## src/rtl/load_store_unit.sv

```systemverilog
// load_store_unit: initiator side of the word-indexed data memory.
// Converts byte-addressed byte/half/word loads and stores into 32-bit word
// accesses. Sub-word stores run as read-modify-write. One request in flight.
// Optional build macro: MISALIGN_TRAP_EN (misaligned half/word accesses are
// reported as errors instead of being aligned down).
module load_store_unit #(
   parameter int MEM_DEPTH = 55,
   parameter int IDX_BITS  = 8
) (
   input  logic        clk,
   input  logic        rst_n,
   input  logic        req_valid,
   output logic        req_ready,
   input  logic        req_write,
   input  logic [1:0]  req_size,
   input  logic        req_unsigned,
   input  logic [31:0] req_addr,
   input  logic [31:0] req_wdata,
   output logic        resp_valid,
   output logic [31:0] resp_rdata,
   output logic        resp_err,
   output logic [31:0] mem_endereco,
   output logic [31:0] mem_write_data,
   output logic        mem_write,
   output logic        mem_read,
   input  logic [31:0] mem_read_data
);

   typedef enum logic [1:0] {IDLE, RD, WR, RESP} state_t;

   state_t      state, state_nxt;

   // Request fields held for the whole transaction
   logic [1:0]  lane_q;
   logic [1:0]  size_q;
   logic        write_q;
   logic        unsigned_q;
   logic        err_q;
   logic [31:0] wdata_q;
   logic [31:0] rdata_q;

   logic        accept;
   logic        hi_nz;
   logic [31:0] idx_ext;
   logic        oor;
   logic        misalign;
   logic        req_err;

   logic [31:0] byte_sh, half_sh, ld_data;
   logic [31:0] byte_mask, half_mask, merged;

   assign accept = req_valid && (state == IDLE);

   // Range check split at the memory decode width: any index bit above
   // IDX_BITS is out of range outright, the rest is compared to the depth.
   assign hi_nz   = |req_addr[31:IDX_BITS+2];
   assign idx_ext = {{(32-IDX_BITS){1'b0}}, req_addr[IDX_BITS+1:2]};
   assign oor     = hi_nz || (idx_ext >= 32'(MEM_DEPTH));

`ifdef MISALIGN_TRAP_EN
   assign misalign = ((req_size == 2'b01) && req_addr[0]) ||
                     (req_size[1] && (req_addr[1:0] != 2'b00));
`else
   assign misalign = 1'b0;
`endif

   assign req_err = oor || misalign;

   // State register
   always_ff @(posedge clk) begin
      if (!rst_n) state <= IDLE;
      else        state <= state_nxt;
   end

   // Request latch, word index and read-data capture
   always_ff @(posedge clk) begin
      if (!rst_n) begin
         lane_q       <= '0;
         size_q       <= '0;
         write_q      <= 1'b0;
         unsigned_q   <= 1'b0;
         err_q        <= 1'b0;
         wdata_q      <= '0;
         rdata_q      <= '0;
         mem_endereco <= '0;
      end else begin
         if (accept) begin
            lane_q       <= req_addr[1:0];
            size_q       <= req_size;
            write_q      <= req_write;
            unsigned_q   <= req_unsigned;
            err_q        <= req_err;
            wdata_q      <= req_wdata;
            mem_endereco <= {2'b00, req_addr[31:2]};
         end
         if (state == RD) rdata_q <= mem_read_data;
      end
   end

   // Load extraction: move the lane to bit 0, then sign/zero-extend
   always_comb begin
      byte_sh = rdata_q >> {lane_q, 3'b000};
      half_sh = rdata_q >> {lane_q[1], 4'b0000};
      case (size_q)
         2'b00:   ld_data = {{24{byte_sh[7] & ~unsigned_q}}, byte_sh[7:0]};
         2'b01:   ld_data = {{16{half_sh[15] & ~unsigned_q}}, half_sh[15:0]};
         default: ld_data = rdata_q;
      endcase
   end

   // Store merge: replicate the store data across lanes, keep untouched lanes
   always_comb begin
      byte_mask = 32'h0000_00FF << {lane_q, 3'b000};
      half_mask = 32'h0000_FFFF << {lane_q[1], 4'b0000};
      case (size_q)
         2'b00:   merged = (rdata_q & ~byte_mask) | ({4{wdata_q[7:0]}} & byte_mask);
         2'b01:   merged = (rdata_q & ~half_mask) | ({2{wdata_q[15:0]}} & half_mask);
         default: merged = wdata_q;
      endcase
   end

   // Next state and per-state outputs; req_ready is held low while in reset
   always_comb begin
      state_nxt      = state;
      req_ready      = 1'b0;
      mem_read       = 1'b0;
      mem_write      = 1'b0;
      mem_write_data = '0;
      resp_valid     = 1'b0;
      resp_rdata     = '0;
      resp_err       = 1'b0;
      unique case (state)
         IDLE: begin
            req_ready = rst_n;
            if (accept) begin
               if (req_err)                       state_nxt = RESP;
               else if (req_write && req_size[1]) state_nxt = WR;
               else                               state_nxt = RD;
            end
         end
         RD: begin
            mem_read  = 1'b1;
            state_nxt = write_q ? WR : RESP;
         end
         WR: begin
            mem_write      = 1'b1;
            mem_write_data = merged;
            state_nxt      = RESP;
         end
         RESP: begin
            resp_valid = 1'b1;
            resp_err   = err_q;
            resp_rdata = (err_q || write_q) ? 32'h0 : ld_data;
            state_nxt  = IDLE;
         end
      endcase
   end

endmodule

```

## config.mk

```make
export PLATFORM = sky130hd
export DESIGN_NAME = load_store_unit
export DESIGN_NICKNAME = d
export VERILOG_FILES = /design/src/rtl/load_store_unit.sv
export SDC_FILE = /design/constraint.sdc
export NUM_CORES = 1
export LEC_CHECK = 0
export ABC_AREA = 0
export BUFFER_PORTS_ARGS = -buffer_cell sky130_fd_sc_hd__buf_2
export CELL_PAD_IN_SITES_DETAIL_PLACEMENT = 0
export CELL_PAD_IN_SITES_GLOBAL_PLACEMENT = 1
export CORE_MARGIN = 2
export CORE_UTILIZATION = 35
export DETAILED_ROUTE_END_ITERATION = 6
export MAX_ROUTING_LAYER = met4
export PLACE_DENSITY = 0.8
export SLEW_MARGIN = 10
export SYNTH_ARGS = -nofsm -noshare
export SYNTH_HDL_FRONTEND = slang
export SYNTH_SLANG_ARGS = --single-unit
```

## constraint.sdc

```tcl
create_clock -name clk -period 2.3 [get_ports clk]
set_clock_uncertainty 0.1 [all_clocks]
set_input_delay 0.345 -clock clk [delete_from_list [all_inputs] [get_ports clk]]
set_output_delay 0.345 -clock clk [all_outputs]
set_load 0.01 [all_outputs]
```

After elaboration in Yosys (flattened, before gate mapping)
Index checks and enable logic that the tools add are counted.
{"block": "word_totals", "output_inout_bits": 101, "reg_bits": 103, "elab_cells": 52, "input_bits": 103}
{"block": "op_classes", "bitwise": 11, "eq_ne": 5, "mux": 15, "magnitude_cmp": 1, "reduce_logical": 7, "n_shift": 4}
{"op": "$and 32x32->32", "count": 4}
{"op": "$pmux 32 s2", "count": 2}
{"op": "$mux 32", "count": 3}
{"op": "$not 32->32", "count": 2}
{"op": "$or 32x32->32", "count": 2}
{"op": "$shl 16x5->32 const A", "count": 1}
{"op": "$shl 8x5->32 const A", "count": 1}
{"op": "$shr 32x5->16", "count": 1}
{"op": "$shr 32x5->8", "count": 1}
{"op": "$reduce_or 22->1", "count": 1}
{"op": "$ge 8x6->1 const B", "count": 1}
{"op": "$pmux 2 s4", "count": 1}
{"op": "$mux 1", "count": 6}
{"op": "$mux 2", "count": 3}
{"op": "$eq 2x1->1 const B", "count": 2}
{"op": "$eq 2x2->1 const B", "count": 2}
{"op": "$logic_not 2->1", "count": 2}
{"op": "$and 1x1->1", "count": 2}
{"op": "$logic_and 1x1->1", "count": 2}
{"op": "$logic_or 1x1->1", "count": 2}
{"op": "$ne 2x2->1 const B", "count": 1}
{"op": "$not 1->1", "count": 1}

Longest topological paths before layout
Gate-level depths: netlist (run 1).
{"block": "depth", "word_depth": 6, "ltp_mapped": 7, "depth_no_buf": 5}

Worst setup path before layout (run 1)
OpenSTA, ideal clock, no wires.
{"block": "synth_timing", "kind": "register to output", "from": "register state[0]", "to": "output resp_rdata[21]", "n_path_buf": 1, "required_time_ns": 1.855, "path_stages_with_launch": 6, "path_slack_ns": 0.280, "t_arrival_ns": 1.575, "cell_sequence": "dfxtp_1 ha_1 nand2_1 nor2_1 clkbuf_1 a21o_1"}
{"block": "synth_between", "elab_chain_cells": 2}
{"item": "from (decl)", "line_no": "31", "source": "state_t state, state_nxt;"}
{"item": "from (signal assigned)", "line_no": "72", "source": "else state <= state_nxt;"}
{"item": "$eq 2x2->1", "line_no": "132", "source": "unique case (state)"}
{"item": "$mux 32", "line_no": "132"}
{"item": "to (decl)", "line_no": "20", "source": "output logic [31:0] resp_rdata,"}
No other way between the ends.

Worst setup path after layout (run 1)
{"block": "layout_timing", "from": "register lane_q[1]", "to": "output resp_rdata[12]"}
{"block": "layout_between", "elab_chain_cells": 5, "word_cells_on_any_way": 6, "classes_between": "shift: 2; mux: 3; bitwise: 1"}
{"item": "from (decl)", "line_no": "34", "source": "logic [1:0] lane_q;"}
{"item": "from (signal assigned)", "line_no": "88", "source": "lane_q <= req_addr[1:0];"}
{"item": "$shr 32x5->8", "line_no": "102", "source": "byte_sh = rdata_q >> {lane_q, 3'b000};"}
{"item": "$and 1x1->1", "line_no": "105", "source": "2'b00: ld_data = {{24{byte_sh[7] & ~unsigned_q}}, byte_sh[7:0]};"}
{"item": "$pmux 32 s2 (*)", "line_no": "104", "source": "case (size_q)"}
{"item": "$mux 32 (*)", "line_no": "153", "source": "resp_rdata = (err_q || write_q) ? 32'h0 : ld_data;"}
{"item": "$mux 32 (*)", "line_no": "132"}
Every way passes the cells marked *; elsewhere a longest branch is shown, timed or not.

==> flow_summary.json, run 1 <==
{
  "cp.arrival_ps": 1990,
  "synth_top_area_frac": 0.3758,
  "synthTopCellsByArea": "dfxtp_1, nand2_1, a21boi_0",
  "track_usage": 0.2322,
  "synth-compound-area-share": 0.2399,
  "post_synth_and_or_nand_nor_area_fraction": 0.2415,
  "routed-via-count": 5597,
  "synth_edf_count": 0,
  "cts_num_sinks": 103,
  "slowest_delay_ps": 400,
  "regArea_um2": 2074,
  "area_growth_pct": 35.87,
  "timing.final.crit_period_ps": 2430,
  "yosysUniqueCellTypes": 43,
  "final_hold_viol_count": 0,
  "coreArea_um2": 15260,
  "clkLatencyLatePin_ps": 360,
  "setup_violations": 27,
  "finalMaxSlewViolations": 0,
  "cp_slowest_cell": "o31a_2",
  "drtIter0Drc": 260,
  "synth_top_family_by_area": "simple AND/OR/NAND/NOR gates",
  "worstSetupPathType": "flip-flop to output port",
  "synth_warnings": 0,
  "nNetsFinal": 1012,
  "start_util": 0.3596,
  "ys.flop_type": "dfxtp_1",
  "ioPinCount": 204,
  "worst_slew_pin_slew_ps": 533.8,
  "drtAntennaViolNets": 0,
  "grt_busiest_layer": "met2",
  "p_leak_uw": 0.003204,
  "multi_input_area_um2": 3309,
  "synth_seq_cells": 103,
  "path_cells": "mux2_4, mux2i_1, o31a_2, a221oi_2, buf_2",
  "cts_max_level": 3,
  "synth.area.mux_share": 0.07047,
  "detailed_place_hpwl_um": 14270,
  "drc": 0,
  "setup_slack_ps": -130.1,
  "synthCells": 709,
  "tns_ps": -1649,
  "first_global_vias": 5232,
  "layout-drive-gt1-share": 0.3333,
  "routedWlPerCell_um": 17.01,
  "synth_xor_area_frac": 0,
  "synth.most_common_cell": "nand2_1",
  "finalInstanceArea_um2": 7455,
  "die_w_um": 129.2,
  "cts_buffers": 9,
  "port_buffers": 201,
  "max_freq_mhz": 411.5,
  "root_buffer": "clkbuf_16",
  "grt_setup_unrepaired": "yes",
  "grt_util_met3": 0.07762,
  "use_met1": 0.2880,
  "dieArea_um2": 16690,
  "endpoint_kind": "output port",
  "yosysTopAreaCell": "dfxtp_1",
  "synth_area_um2": 5487,
  "drt_first_pass_iters": 5,
  "vdd_drop_max_mv": 0.4753,
  "overflow": 0,
  "dieHeight_um": 129.2,
  "grt_pass1_wl_um": 28830,
  "vias_per_cell": 4.975,
  "status": "complete, but fails checks",
  "dpl_cell_area_um2": 6817,
  "rrSetupSlack_ps": 490,
  "cp_max_fo": 8,
  "grt_max_degree": 38,
  "slew_headroom": 0.6441,
  "synth-adder-area-share": 0.01140,
  "syn_avg_cell_area_um2": 7.738,
  "gp_congestion": 0.9026,
  "grt_antenna_before_repair": 5,
  "worstSetupStartpointType": "flip-flop",
  "cap_violations": 0,
  "n_fill_cell": 1573,
  "use_met2": 0.3678,
  "holdCritPathClass": "primary input to flip-flop",
  "wl_um": 19130,
  "synth_commonest_cells": "nand2_1, dfxtp_1, a21boi_0, clkbuf_1, mux2i_1",
  "power_density_nw_per_um2": 951.1,
  "required_ps": 1860,
  "num_rows": 45,
  "ys_seq_area_frac": 0.3758,
  "cts_tree": "done",
  "async_flop_share": 0,
  "path_clk_slew_ps": 80,
  "violations": "setup timing",
  "clock_path_buffers": 2,
  "fin_crit_sh": 1.057
}
-- final cells by class --
cell class,count,area share
multi-input cells,529,0.4439
clock inverters,6,0.007217
clock buffers,10,0.03072
diodes,5,0.001678
repair buffers,241,0.1927
flip-flops and latches,103,0.2783
well taps,211,0.03541
inverters,20,0.01007
-- flip-flops by register name, indices dropped and copies added, names as in the netlist --
signal        flops
lane_q            2
size_q            2
rdata_q          32
write_q           1
unsigned_q        1
state             2
err_q             1
mem_endereco     30
wdata_q          32
-- layout by cell type (no fill, tap or decap), drive strengths merged, types with 15 or more instances in the layout --
cell type and count:
nor2b 34, o21ai 29, buf 241, nor2 28, nor3 15, dfxtp 103, a21o 16, a21boi 76
a221oi 16, mux2i 36, nand2 196, inv 23
-- per-layer routing --
| layer | routed length (um) | share of wire |
|---|---|---|
| met2 | 8871 | 0.46 |
| met4 | 297 | 0.016 |
| met1 | 8385 | 0.44 |
| met5 | 0 | 0 |
| met3 | 1579 | 0.083 |
-- logic make-up after synthesis --
logic type	Yosys count
adder cells (fa/ha/maj)	5
AND/OR/NAND/NOR	302
AO/OA/AOI/OAI	182
other	1
multiplexers	38
flip-flops	103
buffers and inverters	78
-- stage by stage --
step | cells | power, uW | setup WS [ps] | hold slack (ps) | util
3_3_place_gp | 1098 | 5351 | 43.85 | 347.6 | 0.4467
6_report | 1125 | 7090 | -130.1 | 127.1 | 0.4886
4_1_cts | 1118 | 7022 | -120.9 | 116.3 | 0.4776
2_1_floorplan | 710 | 4240 | 280.1 | 339.9 | -
3_5_place_dp | 1098 | 5361 | -46.76 | 353.5 | 0.4467
5_1_grt | 1125 | 7551 | -155.5 | 117.9 | 0.4886
-- worst paths after layout --
path                          to  depth (start not counted)           from
setup reg to reg      wdata_q[5]                          6       state[0]
hold reg to reg      wdata_q[28]                          2    wdata_q[28]
setup / recovery  resp_rdata[12]                          5      lane_q[1]
hold / removal       wdata_q[30]                          3  req_wdata[30]
-- worst max-delay path: cells and delay by family, from the launching register on --
| family | cells | cell delay, ps |
|---|---|---|
| mux | 2 | 300 |
| flops | 1 | 370 |
| buf+inv | 1 | 190 |
| compound gates | 2 | 750 |
-- where the power goes --
part           total [uW]  internal (uW)  switching (uW)
Combinational        3020           1280            1740
Clock                1510            756             759
Sequential           2550           2160             394
Total                7090           4200            2890
-- what timing repair did --
| item | CTS | global route |
|---|---|---|
| endpoints found under the hold margin | 0 | 0 |
| endpoints found under the setup margin | 62 | 63 |
| resized for setup | 36 | 38 |
| pin swaps | 5 | 11 |
| buffers inserted | 4 | 3 |
| hold buffers | 0 | 0 |
No activity file was read; power rests on OpenSTA's default activity.
==> run 2: changes to the inputs <==
Settings changed: CORE_UTILIZATION 35 to 36, CTS_BUF_LIST set to sky130_fd_sc_hd__clkbuf_8, PLACE_DENSITY 0.8 to 0.82, TNS_END_PERCENT set to 10.
==> run 2 against run 1 <==
  * The run still ends with setup timing left
  * Die area down 2.7%
  * Register-to-register slack about the same
  * Clock-buffer cell count unchanged
  * Worst hold slack worse by 35 ps
  * Clock power down 14%
  * Fmax about the same
  * Setup slack worse by 1.5 ps
  * Combinational power down 2%
  * Wire length down 0.97%
  * Sequential cell count unchanged
  * Via count down 0.70%
  * Cell count down 1.9%
  * Critical path type unchanged
  * Largest power group unchanged
  * Highest routed layer unchanged
==> flow_summary.json, run 2 (synthesis gave the netlist of run 1 again) <==
{
  "status": "complete, but fails checks",
  "violations": "setup timing",
  "drc": 0,
  "reg2regPathDepth": 7,
  "cp.arrival_ps": 1990,
  "detailed_place_hpwl_um": 14400,
  "cap_violations": 0,
  "top_regs": "rdata_q: 32 flops, wdata_q: 32 flops, mem_endereco: 30 flops",
  "dieHeight_um": 127.5,
  "drtAntennaViolNets": 0,
  "area_growth_pct": 32.63,
  "routed-via-count": 5558,
  "cts_num_sinks": 103,
  "drtIter0Drc": 348,
  "root_buffer": "clkbuf_8",
  "gp_congestion": 0.9031,
  "vdd_drop_max_mv": 0.4607,
  "path_delay_family": "compound AO/OA/AOI/OAI gates",
  "die_w_um": 127.5,
  "grt_antenna_before_repair": 8,
  "grt_setup_unrepaired": "yes",
  "layout-drive-gt1-share": 0.3271,
  "wl_um": 18950,
  "cts_max_level": 3,
  "r2r_start": "state[0]",
  "routedWlPerCell_um": 17.16,
  "multi_input_area_um2": 3262,
  "hold_path_startpoint": "req_wdata[25]",
  "holdCritPathClass": "primary input to flip-flop",
  "critPathBufInv": 1,
  "p_leak_uw": 0.003155,
  "track_usage": 0.2405,
  "first_global_vias": 5381,
  "r2r-end": "wdata_q[26]",
  "drt_first_pass_iters": 4,
  "path_cells": "mux2_4, mux2i_1, o31a_2, a221oi_1, buf_2",
  "ioPinCount": 204,
  "clkLatencyLatePin_ps": 390,
  "nNetsFinal": 1012,
  "max_freq_mhz": 411.2,
  "coreArea_um2": 15030,
  "clock_path_buffers": 2,
  "min_to": "wdata_q[25]",
  "setup_slack_ps": -131.6,
  "cts_buffers": 9,
  "dieArea_um2": 16240,
  "cp_slowest_cell": "o31a_2",
  "endpoint_kind": "output port",
  "rrSetupSlack_ps": 490,
  "overflow": 0,
  "cts_hold_buf": 0,
  "cp_max_fo": 8,
  "tns_ps": -2783,
  "power_density_nw_per_um2": 936.8,
  "final_hold_viol_count": 0,
  "whs_path_depth": 3,
  "regArea_um2": 2077,
  "start_util": 0.3650,
  "whs_ps": 92.10,
  "port_buffers": 201,
  "num_rows": 45,
  "path_clk_slew_ps": 100,
  "grt_pass1_wl_um": 29260,
  "vias_per_cell": 5.034,
  "finalMaxSlewViolations": 0,
  "worstSetupStartpointType": "flip-flop",
  "n_fill_cell": 1589,
  "fin_crit_sh": 1.057,
  "cts_tree": "done",
  "worstSetupPathType": "flip-flop to output port",
  "final_cell_mix": "buf_2, nand2_1, dfxtp_1, a21boi_0, mux2i_1",
  "slowest_delay_ps": 410,
  "required_ps": 1860,
  "setup_violations": 30,
  "grt_max_degree": 43,
  "layout_commonest_cell": "buf_2",
  "pre_cts_slack_ps": 48.61,
  "timing.final.crit_period_ps": 2432
}
run 2: cell count changes in the layout (fill, tap and decap cells not counted), moves of 4 or more:
| cell | delta |
|---|---|
| a221oi_2 | -5 |
| clkbuf_16 | -9 |
| dfxtp_1 | -4 |
| o21ai_0 | +5 |
| clkbuf_8 | +10 |
| o21ai_1 | -5 |
| dfxtp_2 | +5 |
| a221oi_1 | +5 |
run 2: timing repair:
action                                  CTS  global route
endpoints found under the setup margin   62            64
pin swaps                                 3             4
gates resized for setup                  25            27
buffers inserted                          3             0
cloned                                    0             0
run 2: routing by layer:
layer / share of wire / GRT usage / vias up
li1: - / - / 2811
met1: 0.43 / 0.2893 / 2513
met2: 0.46 / 0.3828 / 212
met3: 0.090 / 0.08166 / 22
met4: 0.023 / 0.07111 / 0
met5: 0 / - / -
run 2: final cells by class:
type | instances | area share
diodes | 8 | 0.002751
clock buffers | 10 | 0.01891
clock inverters | 5 | 0.01135
inverters | 20 | 0.01032
multi-input cells | 529 | 0.4482
flip-flops and latches | 103 | 0.2854
well taps | 188 | 0.03232
repair buffers | 241 | 0.1907
run 2: worst max-delay path by stage:
stage,startpoint,cells past startpoint,endpoint
3_5_place_dp,state[0],5,resp_rdata[25]
5_1_grt,lane_q[1],5,resp_rdata[15]
2_1_floorplan,state[0],5,resp_rdata[21]
4_1_cts,lane_q[1],5,resp_rdata[9]
3_3_place_gp,lane_q[1],5,resp_rdata[29]
6_report,lane_q[1],5,resp_rdata[15]
run 2: tightest hold or removal path, cell delays in order:
cell	delay, ps
buf_2	90
nand2_1	40
a21boi_0	60
run 2: through the flow:
stage               utilization  power, uW  cells  area [um^2]
floorplan                     -       4240    710         5490
global placement         0.4522       5360   1078         6798
detailed placement       0.4522       5374   1078         6798
CTS                      0.4768       6794   1096         7168
global route             0.4841       7292   1104         7277
finish                   0.4841       6817   1104         7277
run 2: power breakdown:
group	switching [uW]	internal (uW)
logic	1720	1240
registers	396	2170
clock network	664	637
total	2780	4040
==> run 3: changes to the inputs <==
Settings changed: CORE_UTILIZATION 36 to 39, PLACE_DENSITY 0.82 to 0.88.
Clock period 2.3 ns to 2.8 ns, I/O delays scaled along.
==> run 3 against run 2 <==
  * The run now ends clean
  * Non-clock buffer count shrank 17
  * Sequential cell count is the same
  * Utilization grew 1.4 points
  * Largest cell class unchanged
  * Highest routed layer unchanged
==> flow_summary.json, run 3 (synthesis gave the netlist of run 1 again) <==
{
  "worst_slew_pin_slew_ps": 880.5,
  "vdd_drop_max_mv": 0.3628,
  "cts_buffers": 9,
  "vias_per_cell": 5.161,
  "ioPinCount": 204,
  "num_rows": 43,
  "clkLatencyLatePin_ps": 390,
  "coreArea_um2": 13830,
  "path_clk_slew_ps": 100,
  "layout-drive-gt1-share": 0.2825,
  "overflow": 0,
  "drtIter0Drc": 296,
  "final_hold_viol_count": 0,
  "dieHeight_um": 122.6,
  "tns_ps": 0,
  "drtAntennaViolNets": 0,
  "grt_setup_unrepaired": "yes",
  "port_buffers": 201,
  "p_leak_uw": 0.003035,
  "cap_violations": 0,
  "fin_crit_sh": 0.9698,
  "drt_first_pass_iters": 5,
  "start_util": 0.3968,
  "top_regs": "rdata_q: 32 flops, wdata_q: 32 flops, mem_endereco: 30 flops",
  "final_cell_mix": "buf_2, nand2_1, dfxtp_1, a21boi_0, mux2i_1",
  "grt_antenna_before_repair": 4,
  "layout_commonest_cell": "buf_2",
  "finalMaxSlewViolations": 0,
  "die_w_um": 122.6,
  "timing.final.crit_period_ps": 2715,
  "post-route-util": 0.4981,
  "cp_max_fo": 16,
  "area_growth_pct": 25.54,
  "cts_tree": "done",
  "wl_um": 18180,
  "detailed_place_hpwl_um": 13760,
  "worstSetupPathType": "flip-flop to output port",
  "cts_num_sinks": 103,
  "status": "finished, final reports clean",
  "endpoint_kind": "output port",
  "power_density_nw_per_um2": 758.4,
  "worstSetupStartpointType": "flip-flop",
  "cts_max_level": 3,
  "first_global_vias": 5217,
  "routedWlPerCell_um": 16.90,
  "required_ps": 2280,
  "grt_max_degree": 37,
  "cp.arrival_ps": 2200,
  "max_freq_mhz": 368.3,
  "gp_congestion": 0.9303,
  "grt_pass1_wl_um": 27660,
  "setup_violations": 0,
  "dieArea_um2": 15030,
  "nNetsFinal": 995,
  "rrSetupSlack_ps": 870,
  "routed-via-count": 5553,
  "drc": 0,
  "slew_headroom": 0.4086,
  "root_buffer": "clkbuf_8",
  "holdCritPathClass": "primary input to flip-flop",
  "track_usage": 0.2497,
  "clock_path_buffers": 2,
  "cts_hold_buf": 0
}
[run 3: cell types whose count changed in the layout (fill, tap and decap cells not counted), moves of 4 or more]
cell / change
diode_2: -4
a221oi_2: -10
a21boi_1: -8
nor4_1: +6
buf_6: -5
buf_4: -9
a21boi_0: +8
dfxtp_1: +5
a221oi_1: +10
nor4_2: -5
[run 3: critical path, cell delays in order, from the launching register on]
cell and delay (ps):
dfxtp_2 350, buf_4 160, nor2_1 130, mux2i_1 120
nor4_4 750, a21o_1 160, buf_2 130
[run 3: final timing paths]
| check | end | startpoint | cells after the start |
|---|---|---|---|
| setup / recovery | resp_rdata[25] | size_q[0] | 6 |
| hold / removal | wdata_q[24] | req_wdata[24] | 3 |
| setup reg to reg | mem_endereco[23] | state[0] | 6 |
| hold reg to reg | mem_endereco[2] | mem_endereco[2] | 2 |
[run 3: final cells by class]
cell class / instances / area (um^2)
Multi-Input combinational cell: 529 / 3117
Clock buffer: 10 / 137.6
Tap cell: 180 / 225.2
Inverter: 20 / 75.07
Antenna cell: 4 / 10.01
Timing Repair Buffer: 224 / 1204
Clock inverter: 6 / 53.80
Sequential cell: 103 / 2066
Fill cell: 1434 / 6939
[run 3: routing by layer]
layer,part of all wire,GRT usage,wire length [um],up-vias
met5,0,-,0,-
met4,0.021,0.07040,377,0
met3,0.083,0.07388,1518,27
met2,0.47,0.4101,8613,210
met1,0.42,0.2975,7675,2537
li1,-,-,-,2779
[run 3: per-stage QoR]
| step | worst slack, ps | cells | power (uW) | cell area [um^2] | hold WS, ps |
|---|---|---|---|---|---|
| 2_1_floorplan | 705.1 | 710 | 3483 | 5490 | 339.9 |
| 6_report | 84.51 | 1076 | 5224 | 6888 | 161.3 |
| 5_1_grt | -10.57 | 1076 | 5578 | 6888 | 156.8 |
| 3_5_place_dp | 375.1 | 1055 | 4280 | 6650 | 353.1 |
| 3_3_place_gp | 375.5 | 1055 | 4258 | 6650 | 346.4 |
| 4_1_cts | 22.51 | 1071 | 5231 | 6844 | 152.1 |
[run 3: where the power goes]
| part | switching (uW) | internal, uW |
|---|---|---|
| clock | 526 | 427 |
| combinational | 1290 | 874 |
| sequential | 338 | 1770 |
[run 3: what timing repair did]
item	4_1_cts	5_1_grt
buffers inserted	0	1
endpoints found under the setup margin	16	36
pin swaps	0	1
endpoints found under the hold margin	0	0
gates resized for setup	1	6
